**config.mk**
```make
export PLATFORM = sky130hd
export DESIGN_NAME = aes_key_sched_ctrl
export DESIGN_NICKNAME = d
export VERILOG_FILES = /design/src/rtl/aes_key_sched_ctrl.sv
export SDC_FILE = /design/constraint.sdc
export NUM_CORES = 1
export LEC_CHECK = 0
export CAP_MARGIN = 5
export CORE_ASPECT_RATIO = 0.75
export CORE_MARGIN = 1.5
export CORE_UTILIZATION = 40
export CTS_BUF_LIST = sky130_fd_sc_hd__clkbuf_16
export DETAILED_ROUTE_END_ITERATION = 12
export GPL_ROUTABILITY_DRIVEN = 0
export PLACE_DENSITY_LB_ADDON = 0.12
export SLEW_MARGIN = 20
export SYNTH_ARGS = -nofsm -noshare
export SYNTH_HDL_FRONTEND = slang
export SYNTH_SLANG_ARGS = --single-unit
```
**constraint.sdc**
```tcl
create_clock -name clk -period 4.3 [get_ports clk]
set_clock_uncertainty 0.15 [all_clocks]
set_input_delay 0.43 -clock clk [delete_from_list [all_inputs] [get_ports clk]]
set_output_delay 0.43 -clock clk [all_outputs]
set_load 0.02 [all_outputs]
```
**src/rtl/aes_key_sched_ctrl.sv**
```systemverilog
`default_nettype none
// ============================================================================
// Module      : aes_key_sched_ctrl
// Description : Command sequencer for key_expansion and the AES-128 round
//               datapath. Accepts LOAD_KEY / ENCRYPT / DECRYPT commands,
//               emits the single-cycle key_expansion step pulses, drives the
//               round strobes and reports completion over a done handshake.
//               Optional build macro AES_KEY_SCHED_AUTO_PREP_EN: a DECRYPT
//               issued without a valid schedule first walks the schedule
//               forward instead of being rejected.
// Revision    : 1.0 - initial release
// ============================================================================
module aes_key_sched_ctrl #(
  parameter int NR    = 10,
  parameter int IDX_W = 4
) (
  input  logic             clk,
  input  logic             rst_n,
  input  logic             cmd_valid,
  input  logic [1:0]       cmd_op,
  output logic             cmd_ready,
  output logic             ke_set_new_key,
  output logic             ke_start_enc,
  output logic             ke_ready_enc,
  output logic             ke_start_dec,
  output logic             ke_ready_dec,
  output logic             dp_round_en,
  output logic [IDX_W-1:0] dp_round_idx,
  output logic             dp_final,
  output logic             dp_dec,
  output logic             sched_valid,
  output logic             busy,
  output logic             done_valid,
  output logic             done_err,
  input  logic             done_ready
);

  localparam logic [1:0]       c_op_enc  = 2'b00;
  localparam logic [1:0]       c_op_dec  = 2'b01;
  localparam logic [1:0]       c_op_load = 2'b10;
  localparam logic [IDX_W-1:0] c_last    = IDX_W'(NR);

  typedef enum logic [3:0] {
    S_IDLE       = 4'd0,
    S_LOAD       = 4'd1,
    S_PREP_START = 4'd2,
    S_PREP_STEP  = 4'd3,
    S_PREP_GAP   = 4'd4,
    S_START      = 4'd5,
    S_EXEC       = 4'd6,
    S_STEP       = 4'd7,
    S_DONE       = 4'd8
  } state_t;

  state_t           r_state;
  state_t           w_next;
  logic [IDX_W-1:0] r_round;
  logic             r_dec;
  logic             r_err;
  logic             r_sched_valid;
  logic             r_run;
  logic             w_accept;
  logic             w_last;
  logic             w_rejected;

  // Holds cmd_ready low until the first clock after reset release.
  always_ff @(posedge clk or negedge rst_n) begin
    if (!rst_n) r_run <= 1'b0;
    else        r_run <= 1'b1;
  end

  assign cmd_ready = r_run & (r_state == S_IDLE);
  assign w_accept  = cmd_valid & cmd_ready;
  assign w_last    = (r_round == c_last);

`ifdef AES_KEY_SCHED_AUTO_PREP_EN
  assign w_rejected = (cmd_op == 2'b11);
`else
  assign w_rejected = (cmd_op == 2'b11) | ((cmd_op == c_op_dec) & ~r_sched_valid);
`endif

  // State register.
  always_ff @(posedge clk or negedge rst_n) begin
    if (!rst_n) r_state <= S_IDLE;
    else        r_state <= w_next;
  end

  // Next-state decode; the final EXEC presents completion together with the
  // last round so a ready consumer can retire without an extra DONE cycle.
  always_comb begin
    w_next = r_state;
    case (r_state)
      S_IDLE: begin
        if (w_accept) begin
          if (cmd_op == c_op_load)     w_next = S_LOAD;
          else if (w_rejected)         w_next = S_DONE;
          else if (cmd_op == c_op_enc) w_next = S_START;
          else if (r_sched_valid)      w_next = S_START;
          else                         w_next = S_PREP_START;
        end
      end
      S_LOAD:       w_next = S_DONE;
      S_PREP_START: w_next = S_PREP_STEP;
      S_PREP_STEP:  w_next = S_PREP_GAP;
      S_PREP_GAP:   w_next = w_last ? S_START : S_PREP_STEP;
      S_START:      w_next = S_EXEC;
      S_EXEC: begin
        if (!w_last)         w_next = S_STEP;
        else if (done_ready) w_next = S_IDLE;
        else                 w_next = S_DONE;
      end
      S_STEP:       w_next = S_EXEC;
      S_DONE:       w_next = done_ready ? S_IDLE : S_DONE;
      default:      w_next = S_IDLE;
    endcase
  end

  // Round counter: cleared at the start of a walk, advanced on each step.
  always_ff @(posedge clk or negedge rst_n) begin
    if (!rst_n) begin
      r_round <= '0;
    end else begin
      case (r_state)
        S_START, S_PREP_START: r_round <= '0;
        S_STEP, S_PREP_STEP:   r_round <= r_round + IDX_W'(1);
        default:               r_round <= r_round;
      endcase
    end
  end

  // Operation attributes captured when a command is accepted.
  always_ff @(posedge clk or negedge rst_n) begin
    if (!rst_n) begin
      r_dec <= 1'b0;
      r_err <= 1'b0;
    end else if (w_accept) begin
      r_dec <= (cmd_op == c_op_dec);
      r_err <= w_rejected;
    end
  end

  // Schedule validity: dropped on key load, set once a full walk completes.
  always_ff @(posedge clk or negedge rst_n) begin
    if (!rst_n) begin
      r_sched_valid <= 1'b0;
    end else if (w_accept && (cmd_op == c_op_load)) begin
      r_sched_valid <= 1'b0;
    end else if (w_last && ((r_state == S_EXEC) || (r_state == S_PREP_GAP))) begin
      r_sched_valid <= 1'b1;
    end
  end

  assign ke_set_new_key = (r_state == S_LOAD);
  assign ke_start_enc   = ((r_state == S_START) & ~r_dec) | (r_state == S_PREP_START);
  assign ke_ready_enc   = ((r_state == S_STEP) & ~r_dec) | (r_state == S_PREP_STEP);
  assign ke_start_dec   = (r_state == S_START) & r_dec;
  assign ke_ready_dec   = (r_state == S_STEP) & r_dec;

  assign dp_round_en  = (r_state == S_EXEC);
  assign dp_round_idx = dp_round_en ? r_round : '0;
  assign dp_final     = dp_round_en & w_last;
  assign dp_dec       = r_dec & ((r_state == S_START) | (r_state == S_EXEC) | (r_state == S_STEP));

  assign sched_valid = r_sched_valid;
  assign busy        = (r_state != S_IDLE);
  assign done_valid  = (r_state == S_DONE) | dp_final;
  assign done_err    = (r_state == S_DONE) & r_err;

endmodule
`default_nettype wire

```
==> results by group, run 1 <==
Critical path
  – Startpoint types: register
  – Critical Path AT: 2.10 ns
  – R2R cell count: 4
  – CP Max Fanout: 13
  – Critical path type: register to primary output
  – Reg2Reg Setup Slack: 2.56 ns
  – Required time of the critical path: 3.72 ns
  – Reg2reg end: r_state[0]$_DFFE_PN0P_
  – CP endpoint: ke_start_enc
  – Crit path from: r_state[0]$_DFFE_PN0P_
  – CP endpoint kind: primary output
  – Reg-to-reg startpoint: r_state[0]$_DFFE_PN0P_

Placed design
  – Post-DP HPWL: 1.39 mm
  – Dpl cell area: 0.00101 mm^2
  – Pre-CTS setup slack: 1.91 ns
  – Cells after DPL: 134
  – IO buf count: 22

Drt
  – Antenna-violating nets left: 0
  – DRT Wirelength: 1.92 mm
  – Drt drc: 0
  – DR vias: 767
  – Drt initial violations: 25
  – Vias/cell: 5.56
  – DRT Pass-1 Iters: 4
  – Drt wl/cell: 13.9 um

Final layout
  – Commonest non-fill, non-tap cell in the layout: clkdlybuf4s50_1
  – Area growth from synthesis to layout: 38.0%
  – Layout cell share with drive strength beyond 1: 5.17%
  – Ant diodes: 0
  – Final nets: 125
  – Post-Layout Cell Count: 138
  – Most frequent cells in the layout: clkdlybuf4s50_1, dfrtp_1, nor2_1
  – Final core occ: 61.0%
  – Final instance area: 0.00109 mm^2

Floorplan
  – Die Area: 0.00226 mm^2
  – Rows: 13
  – I/O pin total: 23
  – Die Y-Extent: 41.5 um
  – Initial Util: 44.2%
  – Core area: 0.00179 mm^2
  – Die W: 54.3 um

Clock network
  – H-Tree Depth: 1
  – Worst-path clk slew: 0.04 ns
  – CTS max path bufs: 2
  – CTS sink cnt: 12
  – CTS tree: yes
  – CTS Buf Count: 3
  – Worst-Skew Late Latency: 0.24 ns
  – Setup Fix Bufs, Post-CTS: 0
  – CTS root buffer: clkbuf_16
  – CTS Hold Bufs: 0
  – Post-CTS sizing: 0

Timing
  – Sum of negative setup slack: 0 ns
  – Tmin final: 2.68 ns
  – Max Clk Rate: 374 MHz
  – Final hold slack: 0.356 ns
  – RSZ-0062 raised after global routing: false
  – Final hold vios: 0
  – Final Max Tran Viols: 0
  – Setup violators final: 0
  – Final WS setup: 1.62 ns
  – Worst-Margin Slew: 0.568 ns
  – Worst slew margin: 62.0%
  – Final period utilization: 62.2%

Synth
  – Cell variety after synth: 34
  – Post-Syn Nets: 103
  – FFs w/ async S/R, synth: 100%
  – Mapped Avg Cell Area: 8.32 um^2
  – Post-synthesis sequential area ratio: 38.0%
  – Post-synth EDFFs: 0
  – Synthesized area: 791 um^2
  – Synth Flop Type: dfrtp_1
  – Number of synthesized register bits: 12
  – Yosys Warn Count: 0
  – Cell count after synthesis: 95

GRT
  – First-pass GRT wire length: 3.08 mm
  – Pin count of the biggest net entering global routing: 19
  – Gr usage total: 19.3%
  – Antenna violations before repair: 0
  – Vias in the first global route: 643
  – Total grt overflow: 0

Power and ir drop
  – Total power: 0.702 mW
  – VDD IR max: 0.407 mV
  – PD cells: 644 mW/mm^2
  – Leak: 0.450 nW

Hold path
  – Worst hold path type: register to register

Flow run
  – Max-cap viol count: 0

Run status
  – Outcome: completed
[metal layers]
| layer | GRT usage [%] | vias to the layer above | routed length, um |
|---|---|---|---|
| li1 | - | 379 | - |
| met1 | 31.5 | 351 | 931 |
| met2 | 23.1 | 33 | 801 |
| met3 | 6.47 | 4 | 166 |
| met4 | 6.00 | 0 | 21 |
| met5 | 0 | - | 0 |
[power breakdown]
| group | switching (mW) | leakage, nW | internal (mW) |
|---|---|---|---|
| Clock | 0.0494 | 0.0385 | 0.122 |
| Sequential | 0.0699 | 0.151 | 0.146 |
| Combinational | 0.172 | 0.260 | 0.143 |
[cells in the mapped netlist (2+ instances only)]
cell type / instances / area [um^2]
nor2b_1: 3 / 18.8
o21ai_0: 3 / 15.0
or2_1: 2 / 12.5
a21oi_1: 7 / 35.0
nor3_1: 5 / 25.0
dfrtp_1: 12 / 300
buf_2: 3 / 15.0
nand3_1: 3 / 15.0
and2_1: 5 / 31.3
mux2i_1: 3 / 30.0
nand2_1: 5 / 18.8
and3_1: 2 / 12.5
a31oi_1: 2 / 12.5
nor2_1: 9 / 33.8
inv_1: 6 / 22.5
nand2b_1: 2 / 12.5
o22ai_1: 3 / 18.8
ha_1: 2 / 25.0
o21ai_1: 3 / 15.0
[area by class of cell]
type,instances,area (um^2)
clock buffer,3,75.1
timing repair buffer,22,220
clock inverter,1,3.75
inverter,6,22.5
fill,167,698
tap,22,27.5
multi-input combinational,72,442
sequential,12,300
[worst max-delay path, cell delays in order (launching register included)]
cell             delay, ns
dfrtp_1               0.59
nand2b_1              0.15
or3b_1                0.36
a21oi_1               0.14
clkdlybuf4s50_1       0.62
[how the worst min path moves through the flow]
stage | start | to | slack (ns) | depth (start not counted)
2_1_floorplan | rst_n | r_dec$_DFFE_PN0P_ | -0.02 | 0
5_1_grt | r_err$_DFFE_PN0P_ | r_err$_DFFE_PN0P_ | 0.39 | 2
3_5_place_dp | r_err$_DFFE_PN0P_ | r_err$_DFFE_PN0P_ | 0.34 | 2
4_1_cts | r_err$_DFFE_PN0P_ | r_err$_DFFE_PN0P_ | 0.35 | 2
6_report | r_err$_DFFE_PN0P_ | r_err$_DFFE_PN0P_ | 0.36 | 2
3_3_place_gp | r_err$_DFFE_PN0P_ | r_err$_DFFE_PN0P_ | 0.33 | 2
[registers in the layout, summed over array words and instances, names as in the netlist]
name	cells
r_round	4
r_state	4
r_dec	1
r_err	1
r_run	1
sched_valid	1
[cell families (layout without fill, tap and decap cells)]
| group | Yosys count | count (layout) | synth area share, % |
|---|---|---|---|
| compound gates | 25 | 25 | 19.8 |
| fa+ha+maj | 2 | 2 | 3.16 |
| buf+inv | 11 | 32 | 6.17 |
| flops | 12 | 12 | 38.0 |
| mux | 3 | 3 | 3.80 |
| other cells | 1 | 1 | 0.474 |
| simple gates | 41 | 41 | 28.6 |
(Power assumes the default switching activity.)
==> inputs of run 2 (changes only) <==
clock period = 2.3 ns   (was 4.3 ns; I/O delays follow)
==> results by group, run 2 (synthesis gave the netlist of run 1 again) <==
Run status
  – Outcome: completed (unchanged)

Timing
  – Final WS setup: 0.0829 ns (was 1.62 ns)
  – Worst slew margin: 63.5% (was 62.0%)
  – RSZ-0062 raised after global routing: false (unchanged)
  – Final hold vios: 0 (unchanged)
  – Worst-Margin Slew: 0.545 ns (was 0.568 ns)
  – Final Max Tran Viols: 0 (unchanged)
  – Max Clk Rate: 451 MHz
  – Final period utilization: 96.4%
  – Setup violators final: 0 (unchanged)
  – Sum of negative setup slack: 0 ns (unchanged)
  – Tmin final: 2.22 ns

Final layout
  – Fillers: 165 (was 167)
  – Final nets: 129 (was 125)
  – Post-Layout Cell Count: 142 (was 138)
  – Most frequent cells in the layout: clkdlybuf4s50_1, dfrtp_1, nor2_1 (unchanged)
  – Final instance area: 0.00113 mm^2 (was 0.00109 mm^2)
  – Commonest non-fill, non-tap cell in the layout: clkdlybuf4s50_1 (unchanged)
  – Largest registers in the final layout: r_round: 4 flops, r_state: 4 flops (unchanged)
  – Ant diodes: 0 (unchanged)
  – Area growth from synthesis to layout: 42.6% (was 38.0%)
  – Layout cell share with drive strength beyond 1: 10.0% (was 5.17%)

Drt
  – DRT Pass-1 Iters: 4 (unchanged)
  – Drt drc: 0 (unchanged)
  – DRT Wirelength: 2.03 mm (was 1.92 mm)
  – Drt initial violations: 23 (was 25)
  – Drt wl/cell: 14.3 um (was 13.9 um)
  – Antenna-violating nets left: 0 (unchanged)
  – Vias/cell: 5.42 (was 5.56)
  – DR vias: 769 (was 767)

Clock network
  – H-Tree Depth: 1 (unchanged)
  – CTS sink cnt: 12 (unchanged)
  – CTS tree: yes (unchanged)
  – CTS Buf Count: 3 (unchanged)
  – Worst-Skew Late Latency: 0.24 ns (about the same)
  – Worst-path clk slew: 0.04 ns (about the same)
  – CTS max path bufs: 2 (unchanged)
  – CTS Hold Bufs: 0 (unchanged)
  – Setup Fix Bufs, Post-CTS: 0 (unchanged)
  – CTS root buffer: clkbuf_16 (unchanged)

Critical path
  – Crit-path cells: and4bb_2 -> and2_1 -> clkdlybuf4s50_1 (was nand2b_1 -> or3b_1 -> a21oi_1 -> clkdlybuf4s50_1)
  – Required time of the critical path: 1.92 ns (was 3.72 ns)
  – CP endpoint: dp_round_idx[3] (was ke_start_enc)
  – Slowest CP cell: clkdlybuf4s50_1 (unchanged)
  – Critical path type: register to primary output (unchanged)
  – CP delay by family, top: buffers and inverters (unchanged)
  – Reg2reg end: r_state[2]$_DFFE_PN0P_ (was r_state[0]$_DFFE_PN0P_)
  – CP Max Fanout: 10 (was 13)
  – Reg2Reg Setup Slack: 0.58 ns (was 2.56 ns)
  – R2R cell count: 5 (was 4)
  – Reg-to-reg startpoint: r_state[2]$_DFFE_PN0P_ (was r_state[0]$_DFFE_PN0P_)
  – WP buf/inv: 1 (unchanged)
  – Worst path depth: 3 (was 4)
  – Startpoint types: register (unchanged)
  – CP endpoint kind: primary output (unchanged)
  – Critical Path AT: 1.84 ns (was 2.10 ns)
  – CP peak stage delay: 0.59 ns (was 0.62 ns)
  – Crit path from: r_state[0]$_DFFE_PN0P_ (unchanged)

Power and ir drop
  – Leak: 0.536 nW (was 0.450 nW)
  – VDD IR max: 0.763 mV (was 0.407 mV)
  – Total power: 1.35 mW (was 0.702 mW)
  – PD cells: 1190 mW/mm^2 (was 644 mW/mm^2)

GRT
  – Vias in the first global route: 685 (was 643)
  – Pin count of the biggest net entering global routing: 15 (was 19)
  – First-pass GRT wire length: 3.25 mm (was 3.08 mm)
  – M1 GR Usage: 28.5% (was 31.5%)
  – GR peak layer: met2 (was met1)
  – GR Util met3: 7.55% (was 6.47%)
  – Global routing usage on met2: 28.9% (was 23.1%)
  – Total grt overflow: 0 (unchanged)
  – Gr usage total: 20.8% (was 19.3%)
  – Antenna violations before repair: 0 (unchanged)

Floorplan
  – Die Area: 0.00226 mm^2 (unchanged)
  – Die Y-Extent: 41.5 um (unchanged)
  – Die W: 54.3 um (unchanged)
  – Rows: 13 (unchanged)
  – Initial Util: 44.2% (unchanged)
  – Core area: 0.00179 mm^2 (unchanged)
  – I/O pin total: 23 (unchanged)

Placed design
  – Pre-CTS setup slack: 0.132 ns (was 1.91 ns)
  – Dpl cell area: 0.00104 mm^2 (was 0.00101 mm^2)
  – Cells after DPL: 138 (was 134)
  – IO buf count: 22 (unchanged)
  – Post-DP HPWL: 1.53 mm (was 1.39 mm)

Flow run
  – Max-cap viol count: 0 (unchanged)

Hold path
  – Worst hold path type: input pin to async pin (was register to register)
## run 2: cell count changes in the layout (fill, tap and decap cells not counted), sizes merged
cell | before | now
buf | 0 | 4
clkdlybuf4s50 | 22 | 16
dlygate4sd2 | 0 | 3
dlymetal6s2s | 0 | 3
## run 2: per-stage QoR
step	util [%]	hold WS (ns)
floorplan	-	-0.216
global placement	58.3	0.327
detailed placement	58.3	0.330
CTS	62.6	0.225
global route	63.0	0.257
finish	63.0	0.192
## run 2: how the worst min path moves through the flow
stage / end / slack, ns / cells past startpoint
final: r_state[1]$_DFFE_PN0P_ / 0.19 / 1
after global routing: r_state[1]$_DFFE_PN0P_ / 0.26 / 1
after CTS: r_state[1]$_DFFE_PN0P_ / 0.22 / 1
after detailed placement: r_err$_DFFE_PN0P_ / 0.33 / 2
after global placement: r_err$_DFFE_PN0P_ / 0.33 / 2
after floorplan: r_dec$_DFFE_PN0P_ / -0.22 / 0
## run 2: power by group
group / internal [mW] / switching (mW) / leakage, nW
clock network: 0.229 / 0.0930 / 0.0385
registers: 0.276 / 0.0955 / 0.149
logic: 0.288 / 0.365 / 0.349
total: 0.793 / 0.554 / 0.536
## run 2: final cells by class
type,count,area (um^2),share of cell area [%]
Multi-Input combinational cell,72,442,39.2
Sequential cell,12,303,26.9
Timing Repair Buffer,26,254,22.5
Clock buffer,3,75.1,6.66
Tap cell,22,27.5,2.44
Inverter,6,22.5,2.00
Clock inverter,1,3.75,0.333
## run 2: timing repair
item,in CTS,in global routing
endpoints found under the setup margin,6,3
gates resized for setup,5,3
pin swaps,0,0
## run 2: metal layers
metal  vias up  share of wire (%)
met5         -                  0
met4         0                1.7
met3         4                4.9
met2        17                 43
met1       360                 50
li1        388                  -
==> inputs of run 3 (changes only) <==
ABC_AREA = 1   (was default)
SLEW_MARGIN = default   (was 20)
==> results by group, run 3 <==
Power and ir drop
  – PD cells: 1090 mW/mm^2 (was 1190 mW/mm^2)
  – Leak: 0.638 nW (was 0.536 nW)
  – VDD IR max: 1.02 mV (was 0.763 mV)
  – Power Internal: 0.723 mW (was 0.793 mW)
  – Combinational power share: 44.4% (was 48.5%)
  – Net switching power: 0.507 mW (was 0.554 mW)
  – Part of the power in the clock network: 26.2% (was 23.9%)
  – Seq pwr share: 29.4% (was 27.6%)
  – Switching fraction of total power: 41.2% (was 41.1%)

Run status
  – Outcome: completed (unchanged)

Clock network
  – H-Tree Depth: 1 (unchanged)
  – Worst-path clk slew: 0.05 ns (was 0.04 ns)
  – CTS root buffer: clkbuf_16 (unchanged)
  – CTS max path bufs: 2 (unchanged)
  – CTS Buf Count: 3 (unchanged)
  – Setup Fix Bufs, Post-CTS: 0 (unchanged)
  – CTS tree: yes (unchanged)
  – CTS sink cnt: 12 (unchanged)
  – Worst-Skew Late Latency: 0.24 ns (about the same)

Floorplan
  – Rows: 13 (unchanged)
  – Die W: 53.9 um (was 54.3 um)
  – I/O pin total: 23 (unchanged)
  – Initial Util: 43.8% (was 44.2%)
  – Core area: 0.00177 mm^2 (was 0.00179 mm^2)
  – Die Y-Extent: 41.1 um (was 41.5 um)
  – Die Area: 0.00222 mm^2 (was 0.00226 mm^2)

GRT
  – Antenna violations before repair: 0 (unchanged)
  – Gr usage total: 20.8% (about the same)
  – Vias in the first global route: 697 (was 685)
  – Pin count of the biggest net entering global routing: 13 (was 15)
  – First-pass GRT wire length: 3.09 mm (was 3.25 mm)
  – Total grt overflow: 0 (unchanged)

Synth
  – Cell count after synthesis: 111 (was 95)
  – Post-synthesis compound-gate area fraction: 9.35% (was 19.8%)
  – FFs w/ async S/R, synth: 100% (unchanged)
  – Post-Synth Simple-Gate Area: 36.8% (was 28.6%)
  – Mux cell area share after synthesis: 0% (was 3.80%)
  – Post-synth EDFFs: 0 (unchanged)
  – Largest cells by area after synthesis: dfrtp_1, nor2_1, nand2_1 (was dfrtp_1, a21oi_1, nor2_1)
  – Post-synthesis xor/xnor area fraction: 2.26% (was 0%)
  – Main combinational cell family by area after synthesis: simple AND/OR/NAND/NOR gates (unchanged)
  – Cell taking the most area after synthesis: dfrtp_1 (unchanged)
  – Most frequent cell after synthesis: nor2_1 (was dfrtp_1)
  – Post-Syn Nets: 119 (was 103)
  – Most frequent cells after synthesis: nor2_1, nand2_1, inv_1 (was dfrtp_1, nor2_1, a21oi_1)
  – Mapped Avg Cell Area: 6.99 um^2 (was 8.32 um^2)
  – Post-synthesis sequential area ratio: 38.7% (was 38.0%)
  – Yosys top cell area share: 38.7% (was 38.0%)
  – Cell variety after synth: 17 (was 34)
  – Number of synthesized register bits: 12 (unchanged)
  – Synthesized area: 776 um^2 (was 791 um^2)
  – Synth Area in Adders: 3.23% (was 3.16%)
  – Yosys Warn Count: 0 (unchanged)
  – Synth Flop Type: dfrtp_1 (unchanged)

Timing
  – Worst-Margin Slew: 0.545 ns (about the same)
  – Sum of negative setup slack: 0 ns (unchanged)
  – Final period utilization: 95.5% (was 96.4%)
  – Max Clk Rate: 455 MHz (was 451 MHz)
  – Final Max Tran Viols: 0 (unchanged)
  – RSZ-0062 raised after global routing: false (unchanged)
  – Worst slew margin: 63.5% (about the same)
  – Tmin final: 2.20 ns (was 2.22 ns)
  – Setup violators final: 0 (unchanged)
  – Final hold vios: 0 (unchanged)

Critical path
  – CP Max Fanout: 7 (was 10)
  – Reg2Reg Setup Slack: 0.84 ns (was 0.58 ns)
  – Required time of the critical path: 1.92 ns (about the same)
  – Startpoint types: register (unchanged)
  – Reg-to-reg startpoint: r_state[0]$_DFFE_PN0P_ (was r_state[2]$_DFFE_PN0P_)
  – Reg2reg end: r_dec$_DFFE_PN0P_ (was r_state[2]$_DFFE_PN0P_)
  – Critical path type: register to primary output (unchanged)
  – Critical Path AT: 1.82 ns (was 1.84 ns)
  – R2R cell count: 5 (unchanged)
  – CP endpoint kind: primary output (unchanged)

Drt
  – DR vias: 794 (was 769)
  – Drt drc: 0 (unchanged)
  – Drt wl/cell: 11.7 um (was 14.3 um)
  – DRT Pass-1 Iters: 4 (unchanged)
  – DRT Wirelength: 1.87 mm (was 2.03 mm)
  – Antenna-violating nets left: 0 (unchanged)
  – Drt initial violations: 23 (unchanged)
  – Vias/cell: 4.96 (was 5.42)

Final layout
  – Commonest non-fill, non-tap cell in the layout: nor2_1 (was clkdlybuf4s50_1)
  – Final nets: 147 (was 129)
  – Most frequent cells in the layout: nor2_1, nand2_1, inv_1 (was clkdlybuf4s50_1, dfrtp_1, nor2_1)
  – Largest registers in the final layout: r_round: 4 flops, r_state: 4 flops (unchanged)
  – Fillers: 159 (was 165)
  – Area growth from synthesis to layout: 44.8% (was 42.6%)
  – Final core occ: 63.4% (was 63.0%)
  – Layout cell share with drive strength beyond 1: 7.25% (was 10.0%)
  – Reg area: 300 um^2 (was 303 um^2)
  – Multi-input gate area: 404 um^2 (was 442 um^2)
  – Ant diodes: 0 (unchanged)

Flow run
  – Max-cap viol count: 0 (unchanged)

Hold path
  – Worst hold path type: input pin to async pin (unchanged)

Placed design
  – IO buf count: 22 (unchanged)
  – Post-DP HPWL: 1.53 mm (about the same)
run 3: changes by cell type in the layout (fill, tap and decap cells not counted), moves of 5 or more:
cell | previous run | this run
nand2_1 | 5 | 20
o21ai_0 | 3 | 8
and2_1 | 5 | 0
nand3_1 | 3 | 11
nor3_1 | 5 | 0
inv_1 | 6 | 19
nor2_1 | 9 | 23
run 3: cells by family after synthesis:
group | count (synthesis)
buffers and inverters | 19
XOR/XNOR | 2
AND/OR/NAND/NOR | 61
flip-flops | 12
AO/OA/AOI/OAI | 14
adder cells (fa/ha/maj) | 2
other | 1
run 3: what timing repair did:
action	CTS	global route
endpoints found under the setup margin	1	6
pin swaps	0	0
resized for setup	1	6
hold buffers	0	0
run 3: worst max-delay path by stage:
stage	end	from	cells after the start	slack, ns
finish	done_err	r_state[0]$_DFFE_PN0P_	4	0.10
global route	done_err	r_state[0]$_DFFE_PN0P_	4	0.01
CTS	ke_start_enc	r_state[0]$_DFFE_PN0P_	5	0.02
detailed placement	done_valid	r_state[3]$_DFFE_PN0P_	6	0.23
global placement	done_valid	r_state[3]$_DFFE_PN0P_	6	0.29
floorplan	done_valid	r_state[3]$_DFFE_PN0P_	5	0.30
run 3: area by class of cell:
cell class              count  area share, %
clock buffers               3           6.68
clock inverters             1          0.334
inverters                  19           6.35
multi-input cells          80           36.0
flip-flops and latches     12           26.7
well taps                  22           2.45
repair buffers             23           21.5
run 3: per-stage QoR:
stage          hold slack [ns]  cells  instance area [um^2]  power (mW)  setup WS [ns]
3_3_place_gp             0.363    156                  1030       0.905          0.285
5_1_grt                  0.241    160                  1120        1.31         0.0130
6_report                 0.196    160                  1120        1.23          0.104
2_1_floorplan           -0.216    111                   776       0.709          0.300
4_1_cts                  0.221    160                  1110        1.23         0.0238
3_5_place_dp             0.377    156                  1030       0.912          0.227
run 3: worst max-delay path: stages, from the launching register on:
cell and delay, ns:
dfrtp_1 0.45, nor2_4 0.22, nand3_1 0.17, nor2_1 0.12, clkdlybuf4s50_1 0.61
run 3: metal layers:
| layer | global-route usage (%) | part of all wire (%) |
|---|---|---|
| met1 | 28.2 | 49 |
| met2 | 31.7 | 45 |
| met3 | 6.93 | 5.0 |
| met4 | 5.77 | 1.4 |
| met5 | 0 | 0 |
run 3: power by group through the flow:
stage	Clock, mW	Combinational, mW	Sequential [mW]
floorplan	0	0.354	0.355
global placement	0	0.547	0.358
detailed placement	0	0.549	0.363
CTS	0.322	0.550	0.361
global route	0.336	0.606	0.371
finish	0.323	0.545	0.361
